--- src/rtl/simd_pkg.sv ---
// ============================================================================
// simd_pkg : shared constants and types for the SIMD loop sequencer
// Revision : 1.0
// ============================================================================
`default_nettype none

package simd_pkg;

    localparam logic [3:0] LOOP_OPCODE = 4'b1001;

    // Instruction field positions within the 32-bit decoded word
    localparam int OPC_MSB = 31;
    localparam int OPC_LSB = 28;
    localparam int LEN_MSB = 23;
    localparam int LEN_LSB = 16;
    localparam int CNT_MSB = 15;
    localparam int CNT_LSB = 0;

    typedef enum logic [1:0] {
        ST_IDLE   = 2'd0,
        ST_FILL   = 2'd1,
        ST_REPLAY = 2'd2
    } seq_state_t;

endpackage

`default_nettype wire

--- src/rtl/simd_loop_body_buf.sv ---
// ============================================================================
// simd_loop_body_buf : loop-body register file, 1 sync write / 1 comb read
// Revision : 1.0
// ============================================================================
`default_nettype none

module simd_loop_body_buf #(
    parameter int INST_WIDTH = 32,
    parameter int BODY_DEPTH = 16,
    parameter int PTR_W      = 4
) (
    input  logic                  clk,
    input  logic                  we,
    input  logic [PTR_W-1:0]      waddr,
    input  logic [INST_WIDTH-1:0] wdata,
    input  logic [PTR_W-1:0]      raddr,
    output logic [INST_WIDTH-1:0] rdata
);

    // Contents are intentionally not reset; only captured entries are ever read.
    logic [INST_WIDTH-1:0] mem [BODY_DEPTH];

    always_ff @(posedge clk) begin
        if (we) begin
            mem[waddr] <= wdata;
        end
    end

    assign rdata = mem[raddr];

endmodule

`default_nettype wire

--- src/rtl/simd_loop_sequencer.sv ---
// ============================================================================
// simd_loop_sequencer : captures a single-level loop body and replays it N times
// Revision : 1.0
// ============================================================================
`default_nettype none

module simd_loop_sequencer #(
    parameter int         INST_WIDTH  = 32,
    parameter int         BODY_DEPTH  = 16,
    parameter int         ITER_WIDTH  = 16,
    parameter logic [3:0] LOOP_OPCODE = simd_pkg::LOOP_OPCODE
) (
    input  logic                  clk,
    input  logic                  reset,
    input  logic [INST_WIDTH-1:0] inst_in,
    input  logic                  inst_in_valid,
    output logic                  inst_in_ready,
    output logic [INST_WIDTH-1:0] inst_out,
    output logic                  inst_out_valid,
    input  logic                  inst_out_ready,
    output logic                  in_single_loop,
    output logic                  loop_done,
    output logic                  loop_error
);

    import simd_pkg::*;

    localparam int PTR_W = (BODY_DEPTH > 1) ? $clog2(BODY_DEPTH) : 1;

    seq_state_t            state;
    logic [PTR_W-1:0]      wr_ptr;
    logic [PTR_W-1:0]      rd_ptr;
    logic [PTR_W-1:0]      len_m1;
    logic [ITER_WIDTH-1:0] n_cnt;
    logic [ITER_WIDTH-1:0] iter;
    logic                  out_last;

    logic [3:0]            opc;
    logic [7:0]            len_f;
    logic [15:0]           cnt_f;
    logic                  is_loop;
    logic                  slot_free;
    logic                  in_xfer;
    logic                  out_xfer;
    logic                  fill_we;
    logic                  fill_last;
    logic                  rep_last_entry;
    logic                  rep_last_iter;
    logic [INST_WIDTH-1:0] rd_data;

    assign opc            = inst_in[OPC_MSB:OPC_LSB];
    assign len_f          = inst_in[LEN_MSB:LEN_LSB];
    assign cnt_f          = inst_in[CNT_MSB:CNT_LSB];
    assign is_loop        = (opc == LOOP_OPCODE);

    assign slot_free      = !inst_out_valid || inst_out_ready;
    assign inst_in_ready  = (state != ST_REPLAY) && slot_free;
    assign in_xfer        = inst_in_valid && inst_in_ready;
    assign out_xfer       = inst_out_valid && inst_out_ready;

    assign fill_we        = (state == ST_FILL) && in_xfer && !is_loop;
    assign fill_last      = (wr_ptr == len_m1);
    assign rep_last_entry = (rd_ptr == len_m1);
    assign rep_last_iter  = (iter == (n_cnt - ITER_WIDTH'(1)));

    simd_loop_body_buf #(
        .INST_WIDTH (INST_WIDTH),
        .BODY_DEPTH (BODY_DEPTH),
        .PTR_W      (PTR_W)
    ) u_body_buf (
        .clk   (clk),
        .we    (fill_we),
        .waddr (wr_ptr),
        .wdata (inst_in),
        .raddr (rd_ptr),
        .rdata (rd_data)
    );

    always_ff @(posedge clk or negedge reset) begin
        if (!reset) begin
            state          <= ST_IDLE;
            wr_ptr         <= '0;
            rd_ptr         <= '0;
            len_m1         <= '0;
            n_cnt          <= '0;
            iter           <= '0;
            out_last       <= 1'b0;
            inst_out       <= '0;
            inst_out_valid <= 1'b0;
            in_single_loop <= 1'b0;
            loop_done      <= 1'b0;
            loop_error     <= 1'b0;
        end else begin
            // out_last marks the word whose transfer completes the whole loop
            loop_done  <= out_xfer && out_last;
            loop_error <= 1'b0;
            if (out_xfer) begin
                inst_out_valid <= 1'b0;
            end

            case (state)
                ST_IDLE: begin
                    if (in_xfer) begin
                        if (is_loop) begin
                            if (len_f == 8'd0) begin
                                state <= ST_IDLE;
                            end else if (32'(len_f) > BODY_DEPTH) begin
                                loop_error <= 1'b1;
                            end else begin
                                len_m1 <= PTR_W'(len_f - 8'd1);
                                n_cnt  <= ITER_WIDTH'(cnt_f);
                                wr_ptr <= '0;
                                state  <= ST_FILL;
                            end
                        end else begin
                            inst_out       <= inst_in;
                            inst_out_valid <= 1'b1;
                            in_single_loop <= 1'b0;
                            out_last       <= 1'b0;
                        end
                    end
                end

                ST_FILL: begin
                    if (in_xfer) begin
                        if (is_loop) begin
                            loop_error <= 1'b1;
                        end else begin
                            // A zero-count loop still captures its body but emits nothing
                            if (n_cnt != '0) begin
                                inst_out       <= inst_in;
                                inst_out_valid <= 1'b1;
                                in_single_loop <= 1'b1;
                                out_last       <= fill_last && (n_cnt == ITER_WIDTH'(1));
                            end
                            if (fill_last) begin
                                if (n_cnt <= ITER_WIDTH'(1)) begin
                                    state <= ST_IDLE;
                                end else begin
                                    state  <= ST_REPLAY;
                                    iter   <= ITER_WIDTH'(1);
                                    rd_ptr <= '0;
                                end
                            end else begin
                                wr_ptr <= wr_ptr + 1'b1;
                            end
                        end
                    end
                end

                ST_REPLAY: begin
                    if (slot_free) begin
                        inst_out       <= rd_data;
                        inst_out_valid <= 1'b1;
                        in_single_loop <= 1'b1;
                        out_last       <= rep_last_entry && rep_last_iter;
                        if (rep_last_entry) begin
                            rd_ptr <= '0;
                            if (rep_last_iter) begin
                                state <= ST_IDLE;
                            end else begin
                                iter <= iter + 1'b1;
                            end
                        end else begin
                            rd_ptr <= rd_ptr + 1'b1;
                        end
                    end
                end

                default: begin
                    state <= ST_IDLE;
                end
            endcase
        end
    end

endmodule

`default_nettype wire

--- config.mk ---
export PLATFORM = sky130hd
export DESIGN_NAME = simd_loop_sequencer
export DESIGN_NICKNAME = d
export VERILOG_FILES = /design/src/rtl/simd_pkg.sv /design/src/rtl/simd_loop_body_buf.sv /design/src/rtl/simd_loop_sequencer.sv
export SDC_FILE = /design/constraint.sdc
export NUM_CORES = 1
export LEC_CHECK = 0
export ABC_AREA = 1
export ABC_CLOCK_PERIOD_IN_PS = 5100
export BUFFER_PORTS_ARGS = -buffer_cell sky130_fd_sc_hd__clkbuf_2
export CORE_UTILIZATION = 43
export DETAILED_ROUTE_END_ITERATION = 6
export PLACE_DENSITY = 0.6
export SLEW_MARGIN = 20
export SYNTH_ARGS = -nofsm -noshare
export SYNTH_HDL_FRONTEND = slang
export SYNTH_SLANG_ARGS = --single-unit
--- constraint.sdc ---
create_clock -name clk -period 5.1 [get_ports clk]
set_input_delay 0.51 -clock clk [delete_from_list [all_inputs] [get_ports clk]]
set_output_delay 0.51 -clock clk [all_outputs]
set_load 0.1 [all_outputs]
==> flow_metrics.py <==
metrics = {
    "grt": {
        "grt_pass1_wl_um": 102000,
        "overflow": 0,
        "antenna_found_initial": 1,
        "grt_pass1_vias": 16500,
        "grt_use_total_pct": 22.7,
        "grt_max_degree": 150,
    },
    "synth": {
        "syn-num-nets": 2189,
        "synth_seq_cells": 595,
        "yosysTopAreaCellShare_pct": 61.3,
        "ys_seq_area_share_pct": 69.6,
        "yosys_warnings": 0,
        "synth-main-ff-cell": "edfxtp_1",
        "synth.cell_area_mm2": 0.0251,
        "yosys-top-cells-area": "edfxtp_1 (61%), dfrtp_1 (8.3%), nor2_1 (6.0%)",
        "postSynth.asyncResetShare_pct": 13.9,
        "yosysUniqueCellTypes": 41,
        "synth-edff-count": 512,
        "avgSynthCellArea_um2": 11.7,
        "synth_top_area_cell": "edfxtp_1",
        "synthMostInstantiatedCell": "edfxtp_1",
        "synthCells": 2140,
        "yosys-top-cells-count": "edfxtp_1 (512), nor2_1 (402), o21ai_0 (278)",
    },
    "pwr": {
        "powerDensity_mw_per_mm2": 468,
        "leakagePower_uw": 0.0101,
        "peakVddDrop_uv": 314,
        "switching_share_pct": 34.4,
        "internal-power_uw": 8760,
        "combPwrFrac_pct": 23.9,
        "netSwitchingPower_uw": 4590,
        "total_power_uw": 13300,
        "clockPowerShare_pct": 33.1,
        "power_frac_seq_pct": 42.9,
    },
    "floorplanning": {
        "io_pins": 73,
        "die_width_um": 243,
        "die-area_mm2": 0.0593,
        "initial_core_util_pct": 43.5,
        "num_rows": 88,
        "die_h_um": 243,
        "core_mm2": 0.0577,
    },
    "detailed_routing": {
        "wirelength_um": 66900,
        "num_vias": 16800,
        "viasPerCell": 5.63,
        "drt_pass1_iterations": 7,
        "routedWlPerCell_um": 22.3,
        "drc": 0,
        "drt_iter0_drc": 1755,
        "antenna_left": 0,
    },
    "timing": {
        "fmaxAchievable_mhz": 319,
        "fin_crit_ns": 3.14,
        "slew_headroom_pct": 27.4,
        "fin_tns_setup_ns": 0,
        "fin_crit_sh_pct": 61.5,
        "finalClockSkew_ns": 0.00956,
        "hold_viol_final": 0,
        "tightest_slew_ns": 1.09,
        "report.final.slew_viol_count": 0,
        "rsz0062_at_grt": "no",
        "finalSetupViolCount": 0,
    },
    "worst_setup_path": {
        "critical_path.max_stage_delay_ns": 0.64,
        "cpLargestDelayFamily": "simple AND/OR/NAND/NOR gates",
        "cp.arrival_ns": 3.45,
        "critPathBufInv": 3,
        "worstSetupStartpoint": "state[1]$_DFFE_PN0P_",
        "worstPathCellList": "inv_1, ha_1, inv_1, nor2_1, nand2_1, nor2_4, buf_4",
        "crit_slowest_cell": "nor2_4",
        "crit_top_cell": "inv_1",
        "start_kind": "register",
        "cp-end-kind": "register",
        "critPathKind": "reg2reg",
        "cp.required_ns": 5.41,
        "reg2reg_from": "state[1]$_DFFE_PN0P_",
        "critPathMaxFanout": 18,
    },
    "placement": {
        "hpwl_um": 39700,
        "gp_congestion": 0.845,
        "io_buffer_count": 72,
    },
    "clock_tree": {
        "clock_path_buffers": 3,
        "ctsHtreeMaxLevel": 2,
        "cts.sinks": 595,
        "cts_resized": 0,
        "cts-root-buf": "clkbuf_16",
        "clk_latency_ns": 0.62,
        "cts_tree": "done",
        "cts_buffers": 59,
        "clkTransAtPathRegs_ns": 0.06,
    },
    "finish": {
        "area_growth_pct": 13.8,
        "n_antenna_cell": 0,
        "drive_above_1_share_pct": 11.8,
        "final_nets": 2228,
    },
    "job": {
        "cap_violations": 0,
    },
    "worst_hold_path": {
        "worstHoldPathType": "in2reg",
        "hp-start": "inst_out_ready",
    },
    "run_status": {
        "status": "finished, final reports clean",
    },
}
## registers in the layout (all words and copies together) (netlist names)
register	flops
u_body_buf.mem	512
inst_out	32
iter	16
n_cnt	16
len_m1	4
rd_ptr	4
wr_ptr	4
state	2
in_single_loop	1
inst_out_valid	1
loop_done	1
loop_error	1
out_last	1
## worst paths after layout
| check | cells past startpoint | endpoint | slack (ns) |
|---|---|---|---|
| worst min register to register | 2 | inst_out[9]$_DFFE_PN0P_ | 0.48 |
| min in group asynchronous | 2 | iter[6]$_DFFE_PN0P_ | 0.51 |
| worst min-delay path | 2 | loop_done$_DFF_PN0_ | 0.14 |
| worst max-delay path | 7 | u_body_buf.mem[15][15]$_DFFE_PP_ | 1.96 |
| max in group asynchronous | 3 | inst_out[7]$_DFFE_PN0P_ | 3.62 |
| worst max register to register | 7 | u_body_buf.mem[15][15]$_DFFE_PP_ | 1.96 |
## repair_timing
action,4_1_cts,5_1_grt
hold endpoints to repair,1,0
hold buffers,1,0
endpoints found under the setup margin,0,0
buffers inserted,0,0
## power groups by stage
stage | sequential (µW) | clock, µW | combinational, µW
after global routing | 5760 | 4660 | 3450
after CTS | 5730 | 4490 | 3190
final | 5730 | 4420 | 3190
after detailed placement | 5830 | 0 | 3180
after global placement | 5830 | 0 | 3140
after floorplan | 6740 | 0 | 1440
## layout make-up
| type | count | area, µm² |
|---|---|---|
| Fill cell | 5090 | 29200 |
| Sequential cell | 595 | 17500 |
| Multi-Input combinational cell | 1339 | 6890 |
| Clock buffer | 83 | 1700 |
| Tap cell | 765 | 957 |
| Timing Repair Buffer | 110 | 938 |
| Clock inverter | 29 | 288 |
| Inverter | 74 | 288 |
## metal layers
metal | GRT usage, % | up-vias | share of wire (%)
li1 | - | 7754 | -
met2 | 35.9 | 611 | 46
met4 | 6.31 | 2 | 2.3
met1 | 31.7 | 8379 | 44
met3 | 4.79 | 102 | 7.9
met5 | 0 | - | 0.013
## kinds of logic after synthesis
| kind of cell | share of synthesized area, % |
|---|---|
| and+or+nand+nor | 13.0 |
| DFF | 69.6 |
| AOI/OAI and AO/OA | 11.7 |
| buffers and inverters | 3.41 |
| xor gates and xnor gates | 0.978 |
| muxes | 0.639 |
| adders and majority gates | 0.649 |
## cell usage in the layout, fill, tap and decap left out, drive strengths merged, types with 10 or more instances in the layout
master,instances
clkinv,21
xor2,18
o211ai,86
buf,38
o21ai,309
nand3,104
mux2i,16
nand2,234
o22ai,45
nand4,11
o221ai,24
clkbuf,154
inv,74
xnor2,10
ha,13
dfrtp,83
nor2,411
a21oi,31
edfxtp,512
## metrics by stage
step	area (µm²)	std cells	hold slack (ns)	util, %	worst slack [ns]
CTS	28400	2990	0.113	49.2	1.93
floorplan	25100	2140	0.214	-	0.401
global route	28500	2995	0.145	49.4	1.74
detailed placement	26400	2877	0.467	45.8	1.81
finish	28500	2995	0.143	49.4	1.96
global placement	26200	2867	0.462	45.3	1.74
Power figures use the tool's default switching activity.
